--- src/rtl/mem_port_arbiter.sv ---
// mem_port_arbiter
// Shares one single-port, fixed-latency memory between the instruction-fetch
// port (IF) and the load/store port (LS). At most one access is outstanding at a
// time. Contention is resolved by alternating against the last winner. The
// response is routed back to whichever port owns the outstanding access.
//
// Handshake semantics (both ports):
//   A requester raises *_req and holds it, together with its address, data and
//   controls, until it sees *_gnt high in the same cycle. gnt is combinational
//   from req and is only ever high in an accept cycle. An accept cycle is
//   either an idle cycle or the response cycle of the current access. Exactly
//   MEM_LAT cycles after the grant, the owner's *_rvalid pulses high for one
//   cycle. For loads and fetches it carries the read word. For stores it
//   carries zero. Dropping req before gnt cancels the request without side
//   effects. Changes to req while an access is outstanding are seen only at
//   the next accept cycle.
module mem_port_arbiter #(
    parameter int ADDR_W  = 32,
    parameter int DATA_W  = 32,
    parameter int MEM_LAT = 1
) (
    input  logic                top_clk,
    input  logic                top_rst,
    input  logic                if_req,
    input  logic [ADDR_W-1:0]   if_addr,
    output logic                if_gnt,
    output logic                if_rvalid,
    output logic [DATA_W-1:0]   if_rdata,
    input  logic                ls_req,
    input  logic                ls_we,
    input  logic [DATA_W/8-1:0] ls_wstrb,
    input  logic [ADDR_W-1:0]   ls_addr,
    input  logic [DATA_W-1:0]   ls_wdata,
    output logic                ls_gnt,
    output logic                ls_rvalid,
    output logic [DATA_W-1:0]   ls_rdata,
    output logic                mem_en,
    output logic                mem_we,
    output logic [DATA_W/8-1:0] mem_wstrb,
    output logic [ADDR_W-1:0]   mem_addr,
    output logic [DATA_W-1:0]   mem_wdata,
    input  logic [DATA_W-1:0]   mem_rdata,
    output logic                busy
);

    localparam int CNT_W = $clog2(MEM_LAT + 1);
    localparam logic [CNT_W-1:0] CNT_LOAD = CNT_W'(MEM_LAT);
    localparam logic [CNT_W-1:0] CNT_ONE  = CNT_W'(1);

    // A zero-latency memory cannot be modelled by the response counter.
    if (MEM_LAT < 1) begin : g_bad_lat
        $error("mem_port_arbiter: MEM_LAT must be at least 1");
    end

    typedef enum logic {
        S_IDLE = 1'b0,
        S_WAIT = 1'b1
    } state_e;

    typedef enum logic {
        PORT_IF = 1'b0,
        PORT_LS = 1'b1
    } port_e;

    state_e           state_q, state_d;
    logic [CNT_W-1:0] cnt_q, cnt_d;
    port_e            last_win_q, last_win_d;
    port_e            owner_q, owner_d;
    logic             store_q, store_d;

    logic any_req;
    logic win_ls;
    logic resp;
    logic accept;
    logic grant;

    // Winner selection: a lone requester wins, and on contention the port that did not win last time wins.
    always_comb begin
        any_req = if_req | ls_req;
        win_ls  = 1'b0;
        if (if_req && ls_req) begin
            win_ls = (last_win_q == PORT_IF);
        end else begin
            win_ls = ls_req;
        end
    end

    // FSM next state: count down the outstanding access, and accept a new one when idle or on its response cycle.
    always_comb begin
        state_d    = state_q;
        cnt_d      = cnt_q;
        last_win_d = last_win_q;
        owner_d    = owner_q;
        store_d    = store_q;
        resp       = 1'b0;
        accept     = 1'b0;
        grant      = 1'b0;

        case (state_q)
            S_IDLE: begin
                accept = 1'b1;
            end
            S_WAIT: begin
                resp   = (cnt_q == CNT_ONE);
                accept = resp;
                cnt_d  = cnt_q - CNT_ONE;
                if (resp) begin
                    state_d = S_IDLE;
                end
            end
            default: begin
                state_d = S_IDLE;
            end
        endcase

        if (accept && any_req) begin
            grant      = 1'b1;
            state_d    = S_WAIT;
            cnt_d      = CNT_LOAD;
            owner_d    = win_ls ? PORT_LS : PORT_IF;
            last_win_d = win_ls ? PORT_LS : PORT_IF;
            store_d    = win_ls & ls_we;
        end
    end

    // Outputs: grant and memory strobes in accept cycles, and the response to the owner; everything is forced low while reset is held.
    always_comb begin
        if_gnt    = 1'b0;
        if_rvalid = 1'b0;
        if_rdata  = '0;
        ls_gnt    = 1'b0;
        ls_rvalid = 1'b0;
        ls_rdata  = '0;
        mem_en    = 1'b0;
        mem_we    = 1'b0;
        mem_wstrb = '0;
        mem_addr  = '0;
        mem_wdata = '0;
        busy      = 1'b0;

        if (top_rst) begin
            busy = (state_q == S_WAIT);

            if (resp) begin
                if (owner_q == PORT_IF) begin
                    if_rvalid = 1'b1;
                    if_rdata  = mem_rdata;
                end else begin
                    ls_rvalid = 1'b1;
                    ls_rdata  = store_q ? '0 : mem_rdata;
                end
            end

            if (grant) begin
                mem_en = 1'b1;
                if (win_ls) begin
                    ls_gnt    = 1'b1;
                    mem_we    = ls_we;
                    mem_wstrb = ls_we ? ls_wstrb : '0;
                    mem_addr  = ls_addr;
                    mem_wdata = ls_wdata;
                end else begin
                    if_gnt   = 1'b1;
                    mem_addr = if_addr;
                end
            end
        end
    end

    // State register: reset returns to IDLE, abandons any in-flight access, and makes IF win the first contention.
    always_ff @(posedge top_clk) begin
        if (!top_rst) begin
            state_q    <= S_IDLE;
            cnt_q      <= '0;
            last_win_q <= PORT_LS;
            owner_q    <= PORT_IF;
            store_q    <= 1'b0;
        end else begin
            state_q    <= state_d;
            cnt_q      <= cnt_d;
            last_win_q <= last_win_d;
            owner_q    <= owner_d;
            store_q    <= store_d;
        end
    end

endmodule
--- config.mk ---
export PLATFORM = sky130hd
export DESIGN_NAME = mem_port_arbiter
export DESIGN_NICKNAME = d
export VERILOG_FILES = /design/src/rtl/mem_port_arbiter.sv
export SDC_FILE = /design/constraint.sdc
export NUM_CORES = 1
export LEC_CHECK = 0
export CAP_MARGIN = 20
export CORE_AREA = 2 2 108 110
export DETAILED_ROUTE_END_ITERATION = 16
export DIE_AREA = 0 0 110 112
export GPL_ROUTABILITY_DRIVEN = 0
export GPL_TIMING_DRIVEN = 1
export SYNTH_ARGS = -nofsm -noshare
export SYNTH_HDL_FRONTEND = slang
export SYNTH_SLANG_ARGS = --single-unit
--- constraint.sdc ---
create_clock -name top_clk -period 2.4 [get_ports top_clk]
set_input_delay 0.24 -clock top_clk [delete_from_list [all_inputs] [get_ports top_clk]]
set_output_delay 0.24 -clock top_clk [all_outputs]
set_load 0.01 [all_outputs]
==> results.md <==
* Synthesized area at 1286 um2
* Area of the multi-input gates at 1062 um2
* Clk_lat worst skew at 220 ps
* Most frequent cells in the layout: clkdlybuf4s50_1 (274), and2_1 (99), a22o_1 (32)
* Post CTS Setup Buffer Count at 0
* Fill count at 1,172
* Most common cell after layout, fill and taps aside: clkdlybuf4s50_1
* Hold Path Cell Cnt at 1
* Critical path endpoint category: output pin
* Switching pwr at 0.0002282 W
* Fin Clk Skew at 0.5335 ps
* Mapped Avg Cell Area at 7.226 um2
* Hold slack at 484.4 ps
* Final wirelength at 8518 um
* CTS tree: done
* F_max at 436.8 MHz
* Top area cells in the synthesized netlist: and2_1 (48%), a22o_1 (22%), dfxtp_1 (7.8%)
* RSZ-0062 raised after global routing: false
* Max-cap violations at 0
* Vias in the first global route at 2,331
* Yosys warns at 0
* Internal at 0.0006941 W
* Worst slew margin at 80.23%
* Most Crowded Layer GR: met2
* Via Count at 2,312
* Port Buf Inserts at 275
* Hold Path End: store_q$_SDFFE_PN0P_
* # hold bufs at CTS at 0
* Nets at 589
* Routed wire per std cell at 14.34 um
* Post-layout util at 38.51%
* Sequential element share of the synthesized area at 7.782%
* Switching Fraction at 24.74%
* Die width at 110 um
* FF-to-FF End: store_q$_SDFFE_PN0P_
* ANT cells at 0
* Fin. Hold Viols at 0
* Synth top area share at 48.15%
* Post-synth ARST share at 0%
* Register area at 100.1 um2
* Met2 Use GR at 25.64%
* Hold path startpoint: store_q$_SDFFE_PN0P_
* Final setup violation count at 0
* DIE HEIGHT at 112 um
* Initial Util at 11.51%
* Met3 global-route usage at 2.400%
* Clk sinks at 5
* Worst Setup Start Kind: input port
* Layout cells sized above 1 at 4.213%
* Reg2Reg Depth at 3
* Worst vdd ir at 0.0002189 V
* Clock Tree Root: clkbuf_16
* Num ports at 276
* Pre-CTS setup slack at -15.45 ps
* Flop pwr share at 10.3%
* Setup TNS Final at 0 ps
* Hold Path Class: reg -> reg
* H-tree Lvls at 1
* Leakage at 1.662 nW
* Crit Reg-Reg Startpoint: cnt_q$_SDFFE_PN0P_
* Crit-path max FO at 9
* Core area at 11,170 um2
* Synth Register Bits at 5
* Combinational power share at 60.5%
* Top FF cell, synth: dfxtp_1
* Synth Instances at 178
* DP HPWL at 7295 um
* Fin. max-slew vios at 0
* Post-DR vias/cell at 3.892
* Pwr Density at 214.4 nW/um2
* R2R Setup Slk at 1360 ps
* Number of distinct library cells after synthesis at 23
* Period utilisation layout at 95.38%
* DR DRC count at 0
* Total track usage at 12.27%
* Rows at 39
* Die area at 12,320 um2
* CTS max path bufs at 2
* Post-Syn Nets at 315
* Tmin final at 2289 ps
* Met1 Use GR at 12.02%
* Pin count of the biggest net entering global routing at 34
* Drt first pass iters at 3
* WS Path Type: in -> out
* EDFF count, synth at 0
* Area Growth Syn to Fin at 234.5%
* Final WS setup at 110.9 ps
* Initial antenna violation count at 0
* First-pass GRT wire length at 11,960 um
* Critical Path AT at 2050 ps
* WP data required at 2160 ps
* Outcome: finished clean
* Post-synth top area cell: and2_1
* Clock slew at reported path FFs at 30 ps
* Worst-margin pin slew at 296.6 ps
* Num CTS Buffers at 3
* Gr ovfl total at 0
* Routed Antenna Nets at 0
* First DRT Iteration DRCs at 55
* Clock power share at 29.3%
-- power by group through the flow --
stage	Combinational [W]	Sequential, W	Clock, W
6_report	0.000558	0.0000947	0.000270
5_1_grt	0.000594	0.0000954	0.000281
4_1_cts	0.000564	0.0000947	0.000278
3_5_place_dp	0.000561	0.0000959	0
3_3_place_gp	0.000558	0.0000956	0
2_1_floorplan	0.000156	0.0000945	0
-- critical path: stages --
cell and delay (ps):
clkdlybuf4s50_1 470, nand2_1 100, and4_4 320, buf_4 170
a22o_1 180, clkdlybuf4s50_1 570
-- through the flow --
stage          power (W)  instance area, um2  instances
6_report       0.0009223                4303        594
5_1_grt        0.0009706                4303        594
4_1_cts        0.0009370                4303        594
3_5_place_dp   0.0006570                4225        590
3_3_place_gp   0.0006536                4225        590
2_1_floorplan  0.0002503                1286        178
-- logic make-up (layout without fill, tap and decap cells) --
family | Yosys count | in the layout | share of synthesized area [%]
AOI/OAI and AO/OA | 39 | 39 | 25.88
DFF | 5 | 5 | 7.782
buffers and inverters | 19 | 292 | 9.629
and+or+nand+nor | 115 | 115 | 56.71
-- timing repair --
action,CTS,global route
setup endpoints to repair,2,0
endpoints found under the hold margin,0,0
resized for setup,1,0
-- area by class of cell --
class                   instances  share of cell area [%]
repair buffers                287                   66.91
inverters                       1                 0.08723
clock buffers                   4                   1.832
multi-input cells             154                   24.69
well taps                     143                   4.158
flip-flops and latches          5                   2.326
-- synth_stat cells (all sizes together) (2+ instances only) --
cell type  count
and2          99
a22o          32
buf           13
and3           5
clkbuf         5
dfxtp          5
nand2          3
and4           2
nor2           2
o21ai          2
-- sequential cells by signal (all words and copies together) (netlist names) --
signal / flops
cnt_q: 1
state_q: 1
owner_q: 1
store_q: 1
last_win_q: 1
-- how the worst max path moves through the flow --
stage                  from  slack (ps)            to  cells past startpoint
floorplan           top_rst        1000  if_rdata[15]                      5
global placement    top_rst          20   ls_rdata[5]                      5
detailed placement  top_rst         -20   ls_rdata[5]                      5
CTS                  if_req         100  mem_addr[24]                      6
global route         if_req          10  mem_wstrb[2]                      6
finish               if_req         110  mem_addr[24]                      6
-- routing by layer --
layer,wire length [um],vias up,part of all wire (%)
met2,4777,113,56
met4,44,0,0.52
li1,-,1155,-
met5,0,-,0
met3,731,4,8.6
met1,2964,1040,35
Power figures use the tool's default switching activity.
